$ cat config.mk
export PLATFORM = sky130hd
export DESIGN_NAME = uart_rx_flat
export DESIGN_NICKNAME = d
export VERILOG_FILES = /design/src/rtl/uart_rx_if.sv /design/src/rtl/uart_rx.sv /design/src/flat_wrapper.sv
export SDC_FILE = /design/constraint.sdc
export NUM_CORES = 1
export LEC_CHECK = 0
export BUFFER_PORTS_ARGS = -buffer_cell sky130_fd_sc_hd__buf_2
export CAP_MARGIN = 20
export CORE_ASPECT_RATIO = 2
export CORE_UTILIZATION = 64
export DETAILED_ROUTE_END_ITERATION = 10
export PLACE_DENSITY = 0.86
export SETUP_SLACK_MARGIN = 0.02
export SLEW_MARGIN = 15
export SYNTH_ARGS = -nofsm -noshare
export SYNTH_HDL_FRONTEND = slang
export SYNTH_SLANG_ARGS = --single-unit
$ cat constraint.sdc
create_clock -name clk -period 3.6 [get_ports clk]
set_input_delay 0.72 -clock clk [delete_from_list [all_inputs] [get_ports clk]]
set_output_delay 0.72 -clock clk [all_outputs]
set_load 0.1 [all_outputs]
$ cat src/rtl/uart_rx_if.sv
// Serial-receive bundle between uart_rx (slave) and its line driver / byte consumer (master).
interface uart_rx_if;
    logic       rx;
    logic [7:0] rx_data;
    logic       rx_valid;
    logic       rx_frame_err;
    logic       rx_busy;

    modport slave (
        input  rx,
        output rx_data,
        output rx_valid,
        output rx_frame_err,
        output rx_busy
    );

    modport master (
        output rx,
        input  rx_data,
        input  rx_valid,
        input  rx_frame_err,
        input  rx_busy
    );
endinterface

$ cat src/rtl/uart_rx.sv
// 8N1 UART receiver with mid-bit sampling from a baud counter, glitch-checked start bit and framing error flag.
// Optional UART_RX_MAJORITY_EN: 2-of-3 majority vote around each sample point, decided one cycle later.
module uart_rx #(
    parameter int unsigned CLK_FREQ  = 100000000,
    parameter int unsigned BAUD_RATE = 115200
) (
    input  logic     clk,
    input  logic     rst,
    uart_rx_if.slave bus
);

    localparam int unsigned BAUD_DIV = CLK_FREQ / BAUD_RATE;
    localparam int unsigned HALF_DIV = BAUD_DIV / 2;
    localparam logic [15:0] DIV_LAST = 16'(BAUD_DIV - 1);

    typedef enum logic [2:0] {
        S_IDLE,
        S_START,
        S_DATA,
        S_STOP,
        S_BREAK
    } state_t;

    state_t      state_q, state_d;
    logic        sync1_q, sync2_q;
    logic [15:0] cnt_q, cnt_d;
    logic [2:0]  bit_idx_q, bit_idx_d;
    logic [7:0]  shreg_q, shreg_d;
    logic [7:0]  data_q, data_d;
    logic        valid_q, valid_d;
    logic        err_q, err_d;
    logic        busy_q, busy_d;
    logic        rx_s;
    logic        sample;

    assign rx_s = sync2_q;

`ifdef UART_RX_MAJORITY_EN
    // The start check moves one cycle late; DATA/STOP keep their compare value
    // because that one-cycle offset is inherited from the later DATA entry.
    localparam logic [15:0] START_AT = 16'(HALF_DIV);

    logic rx_d1_q, rx_d2_q;

    always_ff @(posedge clk or posedge rst) begin
        if (rst) begin
            rx_d1_q <= 1'b1;
            rx_d2_q <= 1'b1;
        end else begin
            rx_d1_q <= rx_s;
            rx_d2_q <= rx_d1_q;
        end
    end

    assign sample = (rx_s & rx_d1_q) | (rx_s & rx_d2_q) | (rx_d1_q & rx_d2_q);
`else
    localparam logic [15:0] START_AT = 16'(HALF_DIV - 1);

    assign sample = rx_s;
`endif

    always_comb begin
        state_d   = state_q;
        cnt_d     = cnt_q + 16'd1;
        bit_idx_d = bit_idx_q;
        shreg_d   = shreg_q;
        data_d    = data_q;
        valid_d   = 1'b0;
        err_d     = 1'b0;

        unique case (state_q)
            S_IDLE: begin
                if (!rx_s) begin
                    state_d = S_START;
                    cnt_d   = '0;
                end
            end
            S_START: begin
                if (cnt_q == START_AT) begin
                    cnt_d     = '0;
                    bit_idx_d = '0;
                    state_d   = sample ? S_IDLE : S_DATA;
                end
            end
            S_DATA: begin
                if (cnt_q == DIV_LAST) begin
                    shreg_d   = {sample, shreg_q[7:1]};
                    cnt_d     = '0;
                    bit_idx_d = bit_idx_q + 3'd1;
                    if (bit_idx_q == 3'd7) begin
                        state_d = S_STOP;
                    end
                end
            end
            S_STOP: begin
                if (cnt_q == DIV_LAST) begin
                    cnt_d = '0;
                    if (sample) begin
                        data_d  = shreg_q;
                        valid_d = 1'b1;
                        state_d = S_IDLE;
                    end else begin
                        err_d   = 1'b1;
                        state_d = S_BREAK;
                    end
                end
            end
            S_BREAK: begin
                // A line held low must return high before a new start can be seen.
                if (rx_s) begin
                    state_d = S_IDLE;
                    cnt_d   = '0;
                end
            end
            default: begin
                state_d = S_IDLE;
                cnt_d   = '0;
            end
        endcase

        busy_d = (state_d != S_IDLE);
    end

    always_ff @(posedge clk or posedge rst) begin
        if (rst) begin
            sync1_q   <= 1'b1;
            sync2_q   <= 1'b1;
            state_q   <= S_IDLE;
            cnt_q     <= '0;
            bit_idx_q <= '0;
            shreg_q   <= '0;
            data_q    <= '0;
            valid_q   <= 1'b0;
            err_q     <= 1'b0;
            busy_q    <= 1'b0;
        end else begin
            sync1_q   <= bus.rx;
            sync2_q   <= sync1_q;
            state_q   <= state_d;
            cnt_q     <= cnt_d;
            bit_idx_q <= bit_idx_d;
            shreg_q   <= shreg_d;
            data_q    <= data_d;
            valid_q   <= valid_d;
            err_q     <= err_d;
            busy_q    <= busy_d;
        end
    end

    assign bus.rx_data      = data_q;
    assign bus.rx_valid     = valid_q;
    assign bus.rx_frame_err = err_q;
    assign bus.rx_busy      = busy_q;

endmodule
$ cat src/flat_wrapper.sv
// flat-port wrapper written by rule: the top's interface ports become plain ports
module uart_rx_flat 
#(
    parameter int unsigned CLK_FREQ  = 100000000,
    parameter int unsigned BAUD_RATE = 115200
)
  (clk, rst, bus_rx, bus_rx_data, bus_rx_valid, bus_rx_frame_err, bus_rx_busy);
  uart_rx_if bus_i ();
  input  logic clk;
  input  logic rst;
  input wire logic [$bits(bus_i.rx)-1:0] bus_rx;
  output wire logic [$bits(bus_i.rx_data)-1:0] bus_rx_data;
  output wire logic [$bits(bus_i.rx_valid)-1:0] bus_rx_valid;
  output wire logic [$bits(bus_i.rx_frame_err)-1:0] bus_rx_frame_err;
  output wire logic [$bits(bus_i.rx_busy)-1:0] bus_rx_busy;
  assign bus_i.rx = bus_rx;
  assign bus_rx_data = bus_i.rx_data;
  assign bus_rx_valid = bus_i.rx_valid;
  assign bus_rx_frame_err = bus_i.rx_frame_err;
  assign bus_rx_busy = bus_i.rx_busy;
  uart_rx #(.CLK_FREQ(CLK_FREQ), .BAUD_RATE(BAUD_RATE)) u_core (.clk(clk), .rst(rst), .bus(bus_i));
endmodule
After elaboration in Yosys (flattened, before gate mapping). Cells that the tools add are included. Widths: inputs -> output; s select.

Output and inout bits: 11. Flip-flop bits (word level): 43. Input port bits: 3.

Muxes and demuxes: 23. Reduce and logical (&&, ||, !) cells: 7. Equal/unequal tests: 9. $add $sub $neg: 2.

Operators with widths (number): $mux 16 (4); $pmux 16 s4 (1); $mux 3 (9); $add 16x1->16 const B (1); $eq 16x10->1 const B (1); $eq 16x9->1 const B (1); $pmux 3 s5 (1); $eq 3x2->1 const B (2); $eq 3x3->1 const B (2); $mux 1 (6); $pmux 3 s2 (1); $reduce_and 3->1 (2); $ne 2x1->1 const B (2); $add 3x1->3 const B (1); $eq 3x1->1 const B (1); $logic_not 3->1 (1); $reduce_bool 3->1 (1); $mux 2 (1); $reduce_and 2->1 (1); $reduce_bool 2->1 (1); $reduce_or 2->1 (1).

Depth between registers and ports, before layout. Gate-level depths: netlist of the first run.

Depth after elaboration: 5. Depth in mapped cells: 7. Mapped depth without buffers: 6.

Worst setup path before layout of the first run. No wires, ideal clock.

Path type: register to register. From: reg u_core.cnt_q[2]. To: reg u_core.shreg_q[0]. Arrival time: 1.824 ns. Period minus slack after synthesis: 1.949 ns. Data required time: 3.475 ns. Slack: 1.651 ns. Setup time: 0.125 ns. Stages on the path, launching flop included: 7. Cell sequence: dfrtp_1 buf_2 nor4_4 nand4_2 nor3_2 buf_4 mux2_2.

Longest elaborated chain between the ends: 2.

RTL lines: start, declared (RTL line uart_rx.sv:26) `logic [15:0] cnt_q, cnt_d;`; start signal, assigned (RTL line uart_rx.sv:140) `cnt_q <= cnt_d;`; $eq 16x10->1 (RTL line uart_rx.sv:86) `if (cnt_q == DIV_LAST) begin`; $reduce_and 2->1 (no source line); end signal, assigned (RTL line uart_rx.sv:142) `shreg_q <= shreg_d;`; end, declared (RTL line uart_rx.sv:28) `logic [7:0] shreg_q, shreg_d;`.

Every way passes these cells. A chain may end at the register's enable or synchronous reset.

Worst setup path after layout of the first run.
From: reg u_core.cnt_q[8]. To: reg u_core.shreg_q[2].

Same word-level chain as after synthesis.

==> impl_metrics.toml, run 1 <==
[outcome]
outcome = "completed"

[synth]
yosys_warnings = 0
synth_xor_area_share_pct = 5.823
synth_fp_nets = 185
synth_largest_area_cell = "dfrtp_1"
synth_top_family_by_area = "simple AND/OR/NAND/NOR gates"
syn_area_sq_mm = 0.002106
synthTopCellsByArea = "dfrtp_1 49%, mux2_2 9.1%, xnor2_1 4.2%"
synth_compound_area_share_pct = 5.051
avgSynthCellArea_sq_um = 11.83
yosysSeqAreaShare_pct = 51.22
ys_seq_elements = 43
synthSimpleGateAreaFrac_pct = 23.47
synth_flop_cell = "dfrtp_1"
synthCells = 178
synthAdderAreaFrac_pct = 2.377
synth_cell_types = 46
synthArstFlopShare_pct = 100.0
yosysTopAreaCellShare_pct = 48.72
synthMuxAreaShare_pct = 9.091
synth_edf_count = 0

[finish]
fin_nets = 198
final_common_cell = "dfrtp_1"
mostFrequentLayoutCells = "41 x dfrtp_1, 23 x nor2_1, 17 x mux2_2"
area_growth_pct = 8.794
post-route-util_pct = 72.57
final_cells = 223
final_area_sq_mm = 0.002291
n_antenna_cell = 0
drive_above_1_share_pct = 27.60

[floorplanning]
die_width_um = 42.56
die_height_um = 83.12
num_rows = 29
core_sq_mm = 0.003157
io_pins = 14
initial_core_util_pct = 66.71
dieArea_sq_mm = 0.003538

[critical_path]
worst-path-max-fanout = 11
worstSetupPathType = "register to register"
crit_buf_inv = 0
crit_required_ns = 3.78
r2r_setup_slack_ns = 1.05
cp_cell_sequence = "nor4bb_1, nand4_2, nor3_2, mux2_2"
crit_path_end_kind = "register"
worstRegToRegCells = 4
startpoint_type = "register"
critPathSlowestCell = "nor3_2"
crit_family = "simple AND/OR/NAND/NOR gates"
max_stage_delay_ns = 0.72
worstReg2RegEnd = "u_core.shreg_q[2]$_DFFE_PP0P_"
rr_startpoint = "u_core.cnt_q[8]$_DFF_PP0_"
arrival_ns = 2.73
cp.depth = 4

[power]
max-vdd-ir-drop_mv = 0.3390
p_per_area_mw_per_mm2 = 382.8
p_leak_uw = 0.001053

[placement]
dp_cells = 215
preCtsSetupSlack_ns = 1.090
place_congestion = 0.8888
io_buffers = 13
dp_hpwl_mm = 2.903
placed_cell_area_sq_mm = 0.002173

[routing]
drt_iter0_drc = 28
num_vias = 1394
routed_wl_mm = 3.969
drc = 0
wire_per_inst_um = 17.80
vias_per_cell = 6.251
drt-pass1-iter-count = 4
drtAntennaViolNets = 0

[grt]
first_global_vias = 1480
grt_usage_pct = 25.95
antenna_found_initial = 0
grt_start_max_net_pins = 25
overflow = 0
grt_pass1_wl_mm = 6.969

[job]
cap_violations = 0

[sta]
relSlewSlack_pct = 39.96
rsz0062_at_grt = "no"
setup_viol = 0
setup-tns-final_ns = 0
fin_ws_ns = 1.052
finalCriticalPeriod_ns = 2.548
post-route-period-util_pct = 70.78
drv_slew = 0
fmax_ghz = 0.3925
hold_violations = 0
worst_clock_skew_ns = 0.003048
tightest_slew_ns = 0.8997

[worst_hold_path]
hold_end = "u_core.rx_s$_DFF_PP1_"
hold_depth = 0
hp-class = "register to register"
min_from = "u_core.sync1_q$_DFF_PP1_"

[clock_network]
h-tree-depth = 2
cts_root_buf = "clkbuf_8"
cts_setup_buffers = 0
clockBufferDepth = 2
cts_hold_buf = 0
clk_latency_ns = 0.29
worst_setup_hold_path_clk_slew_ns = 0.08
ctsResizeCount = 0
cts_tree = "built"
numCtsBuffers = 5
clkSinkCount = 43
==> cells in the mapped netlist (5+ instances only) <==
cell type   n
dfrtp_1    41
inv_1       5
mux2_2     17
nand2_1     5
nand3_1     6
nand4_1     5
nor2_1     23
nor3_1      7
xnor2_1    10
==> kinds of logic (layout without fill, tap and decap cells) <==
logic type / count (synthesis) / in the layout
flops: 43 / 43
simple gates: 76 / 76
xor+xnor: 14 / 14
fa+ha+maj: 4 / 4
mux: 17 / 17
buf+inv: 13 / 27
compound gates: 11 / 11
==> where the power goes <==
part           internal [uW]  total [uW]  switching, uW
logic                   2.23        11.9           9.65
registers                485         487           2.11
clock network            224         378            154
==> worst register-to-register path, delay by kind of cell (launching register included) <==
family	cells	cell delay [ns]
DFF	1	0.50
muxes	1	0.42
and+or+nand+nor	3	1.51
==> flip-flops by register name (all words and copies together), names as in the netlist <==
signal,count
u_core.shreg_q,8
u_core.rx_s,1
u_core.cnt_q,16
u_core.bus.rx_frame_err,1
u_core.bus.rx_valid,1
u_core.bit_idx_q,3
u_core.bus.rx_busy,1
u_core.sync1_q,1
u_core.bus.rx_data,8
u_core.state_q,3
==> metrics by stage <==
step	hold slack, ns	power, uW
after global placement	0.3460	508.0
after global routing	0.3671	907.4
final	0.3602	877.1
after floorplan	0.3452	503.9
after detailed placement	0.3501	508.9
after CTS	0.3610	889.5
==> cell type report <==
type	count	area (sq um)
flip-flops and latches	43	1079
multi-input cells	122	964.7
fillers	236	865.8
clock buffers	6	82.58
repair buffers	14	72.57
well taps	31	38.79
clock inverters	2	35.03
inverters	5	18.77
==> layer usage <==
layer | wire length (um) | vias to the layer above | track usage (%)
met3 | 68 | 9 | 4.130
met1 | 1404 | 700 | 26.83
li1 | - | 665 | -
met5 | 0 | - | 0
met2 | 2356 | 20 | 47.69
met4 | 140 | 0 | 13.07
==> worst max-delay path by stage <==
stage,endpoint,from
floorplan,u_core.shreg_q[0]$_DFFE_PP0P_,u_core.cnt_q[2]$_DFF_PP0_
global placement,u_core.shreg_q[0]$_DFFE_PP0P_,u_core.cnt_q[12]$_DFF_PP0_
detailed placement,u_core.shreg_q[2]$_DFFE_PP0P_,u_core.cnt_q[12]$_DFF_PP0_
CTS,u_core.shreg_q[2]$_DFFE_PP0P_,u_core.cnt_q[12]$_DFF_PP0_
global route,u_core.shreg_q[2]$_DFFE_PP0P_,u_core.cnt_q[12]$_DFF_PP0_
finish,u_core.shreg_q[2]$_DFFE_PP0P_,u_core.cnt_q[8]$_DFF_PP0_
Power figures use the tool's default switching activity.
==> run 2: changes to the inputs <==
- ABC_AREA: unset -> 1
- CORE_UTILIZATION: 64 -> 60
- PLACE_DENSITY: 0.86 -> 0.81
- clock period: 3.6 -> 2.4 ns (I/O delays scaled with it)
==> impl_metrics.toml, run 2 <==
[sta]
setup_viol = 0
finalCriticalPeriod_ns = 1.663
drv_slew = 0
post-route-period-util_pct = 69.30
fin_ws_ns = 0.7368
hold_slack_ns = 0.2892
rsz0062_at_grt = "no"
worst_clock_skew_ns = 0.007107
fmax_ghz = 0.6013
tightest_slew_ns = 0.5187
relSlewSlack_pct = 65.42
hold_violations = 0
setup-tns-final_ns = 0

[critical_path]
crit_required_ns = 2.63
crit_path_end_kind = "register"
worstSetupPathType = "register to register"
arrival_ns = 1.89
startpoint_type = "register"
rr_startpoint = "u_core.cnt_q[7]$_DFF_PP0_"
worst-path-max-fanout = 15
worstSetupStartpoint = "u_core.cnt_q[7]$_DFF_PP0_"

[floorplanning]
die_width_um = 44.89
io_pins = 14
num_rows = 30
die_height_um = 87.77
core_sq_mm = 0.003453
initial_core_util_pct = 63.91
dieArea_sq_mm = 0.003940

[clock_network]
ctsResizeCount = 0
cts_setup_buffers = 0
worst_setup_hold_path_clk_slew_ns = 0.08
numCtsBuffers = 5
cts_hold_buf = 0
clockBufferDepth = 2
cts_tree = "built"
clk_latency_ns = 0.29
clkSinkCount = 43
cts_root_buf = "clkbuf_8"
h-tree-depth = 2

[power]
p_int_uw = 933.9
max-vdd-ir-drop_mv = 0.4652
switching_share_pct = 21.15
pwr-share-seq_pct = 61.5
p_clk_share_pct = 37.0
p_switching_uw = 250.5
p_per_area_mw_per_mm2 = 500.0
p_leak_uw = 0.001250
p_comb_share_pct = 1.5

[grt]
grt_usage_pct = 26.13
first_global_vias = 1680
grtUsageMet2_pct = 49.60
overflow = 0
use_met1_pct = 25.90
grt_start_max_net_pins = 44
grt_pass1_wl_mm = 7.348
antenna_found_initial = 0
grt_use_met3_pct = 4.536
busiest_layer = "met2"

[synth]
synthTopCellsByArea = "dfrtp_1 46%, nand2_1 9.9%, inv_1 7.8%"
synth_largest_area_cell = "dfrtp_1"
synth_common_cells = "58 x nand2_1, 46 x inv_1, 41 x dfrtp_1"
yosysSeqAreaShare_pct = 48.87
yosysTopAreaCellShare_pct = 46.49
synth.most_common_cell = "nand2_1"
synth_flop_cell = "dfrtp_1"
avgSynthCellArea_sq_um = 8.360
synth_fp_nets = 271
synthArstFlopShare_pct = 100.0
ys_seq_elements = 43
synth_cell_types = 29
synthCells = 264
syn_area_sq_mm = 0.002207
yosys_warnings = 0
synth_edf_count = 0

[placement]
preCtsSetupSlack_ns = 0.7511
place_congestion = 1.000
dp_hpwl_mm = 3.174
io_buffers = 13

[routing]
num_vias = 1721
drc = 0
wire_per_inst_um = 12.91
drtAntennaViolNets = 0
drt-pass1-iter-count = 4
drt_iter0_drc = 41
vias_per_cell = 5.231
routed_wl_mm = 4.248

[finish]
final_common_cell = "nand2_1"
regMostFlops = "u_core.cnt_q"
drive_above_1_share_pct = 18.15
nFillCells = 297
mostFrequentLayoutCells = "58 x nand2_1, 46 x inv_1, 41 x dfrtp_1"
area_growth_pct = 7.313
n_antenna_cell = 0
fin_nets = 287
largest_reg_flops = 16

[job]
cap_violations = 0

[worst_hold_path]
hp-class = "input port to asynchronous set/reset pin"

[outcome]
outcome = "completed"
run 2: final timing paths:
check	cells past startpoint	slack, ns	end
worst max-delay path	8	0.74	u_core.bit_idx_q[0]$_DFFE_PP0P_
worst min-delay path	3	0.29	u_core.cnt_q[9]$_DFF_PP0_
worst max register to register	8	0.74	u_core.bit_idx_q[0]$_DFFE_PP0P_
worst min register to register	0	0.36	u_core.rx_s$_DFF_PP1_
max in group asynchronous	3	1.72	u_core.rx_s$_DFF_PP1_
min in group clk	1	0.29	u_core.sync1_q$_DFF_PP1_
run 2: power by group through the flow:
| stage | clock [uW] | sequential, uW | combinational, uW |
|---|---|---|---|
| after global routing | 479 | 728 | 21.6 |
| after detailed placement | 0 | 742 | 19.0 |
| after global placement | 0 | 742 | 18.9 |
| final | 438 | 728 | 17.9 |
| after CTS | 447 | 728 | 19.1 |
| after floorplan | 0 | 742 | 12.2 |
run 2: worst max-delay path, cell delays in order, from the launching register on:
cell	delay, ns
dfrtp_1	0.49
inv_2	0.11
nand3_1	0.14
nor2_4	0.17
nand2_4	0.07
nor2_4	0.25
inv_2	0.10
or2_0	0.21
nand2_1	0.07
run 2: logic make-up (layout without fill, tap and decap cells):
family / Yosys count / in the layout / share of synthesized area [%]
AOI/OAI and AO/OA: 23 / 23 / 6.463
adders and majority gates: 4 / 4 / 2.268
xor gates and xnor gates: 4 / 4 / 1.587
and+or+nand+nor: 135 / 135 / 29.88
buffers and inverters: 55 / 72 / 10.94
DFF: 43 / 43 / 48.87
run 2: metal layers:
layer  part of all wire (%)  vias up
met5                      0        -
met4                    2.5        0
met3                    3.5        8
met2                     58       36
met1                     36      828
li1                       -      849
run 2: layout make-up:
type | count | area [sq um] | area share (%)
Inverter | 50 | 188.9 | 7.977
Tap cell | 48 | 60.06 | 2.536
Timing Repair Buffer | 14 | 72.57 | 3.064
Sequential cell | 43 | 1079 | 45.54
Clock buffer | 7 | 76.32 | 3.222
Clock inverter | 1 | 5.005 | 0.2113
Multi-Input combinational cell | 166 | 887.1 | 37.45
run 2: metrics by stage:
step / instances / util [%] / power (uW) / instance area (sq um)
global placement: 321 / 66.23 / 761.1 / 2287
global route: 329 / 68.59 / 1228 / 2369
CTS: 329 / 68.59 / 1194 / 2369
detailed placement: 321 / 66.23 / 761.5 / 2287
finish: 329 / 68.59 / 1184 / 2369
floorplan: 264 / - / 754.0 / 2207
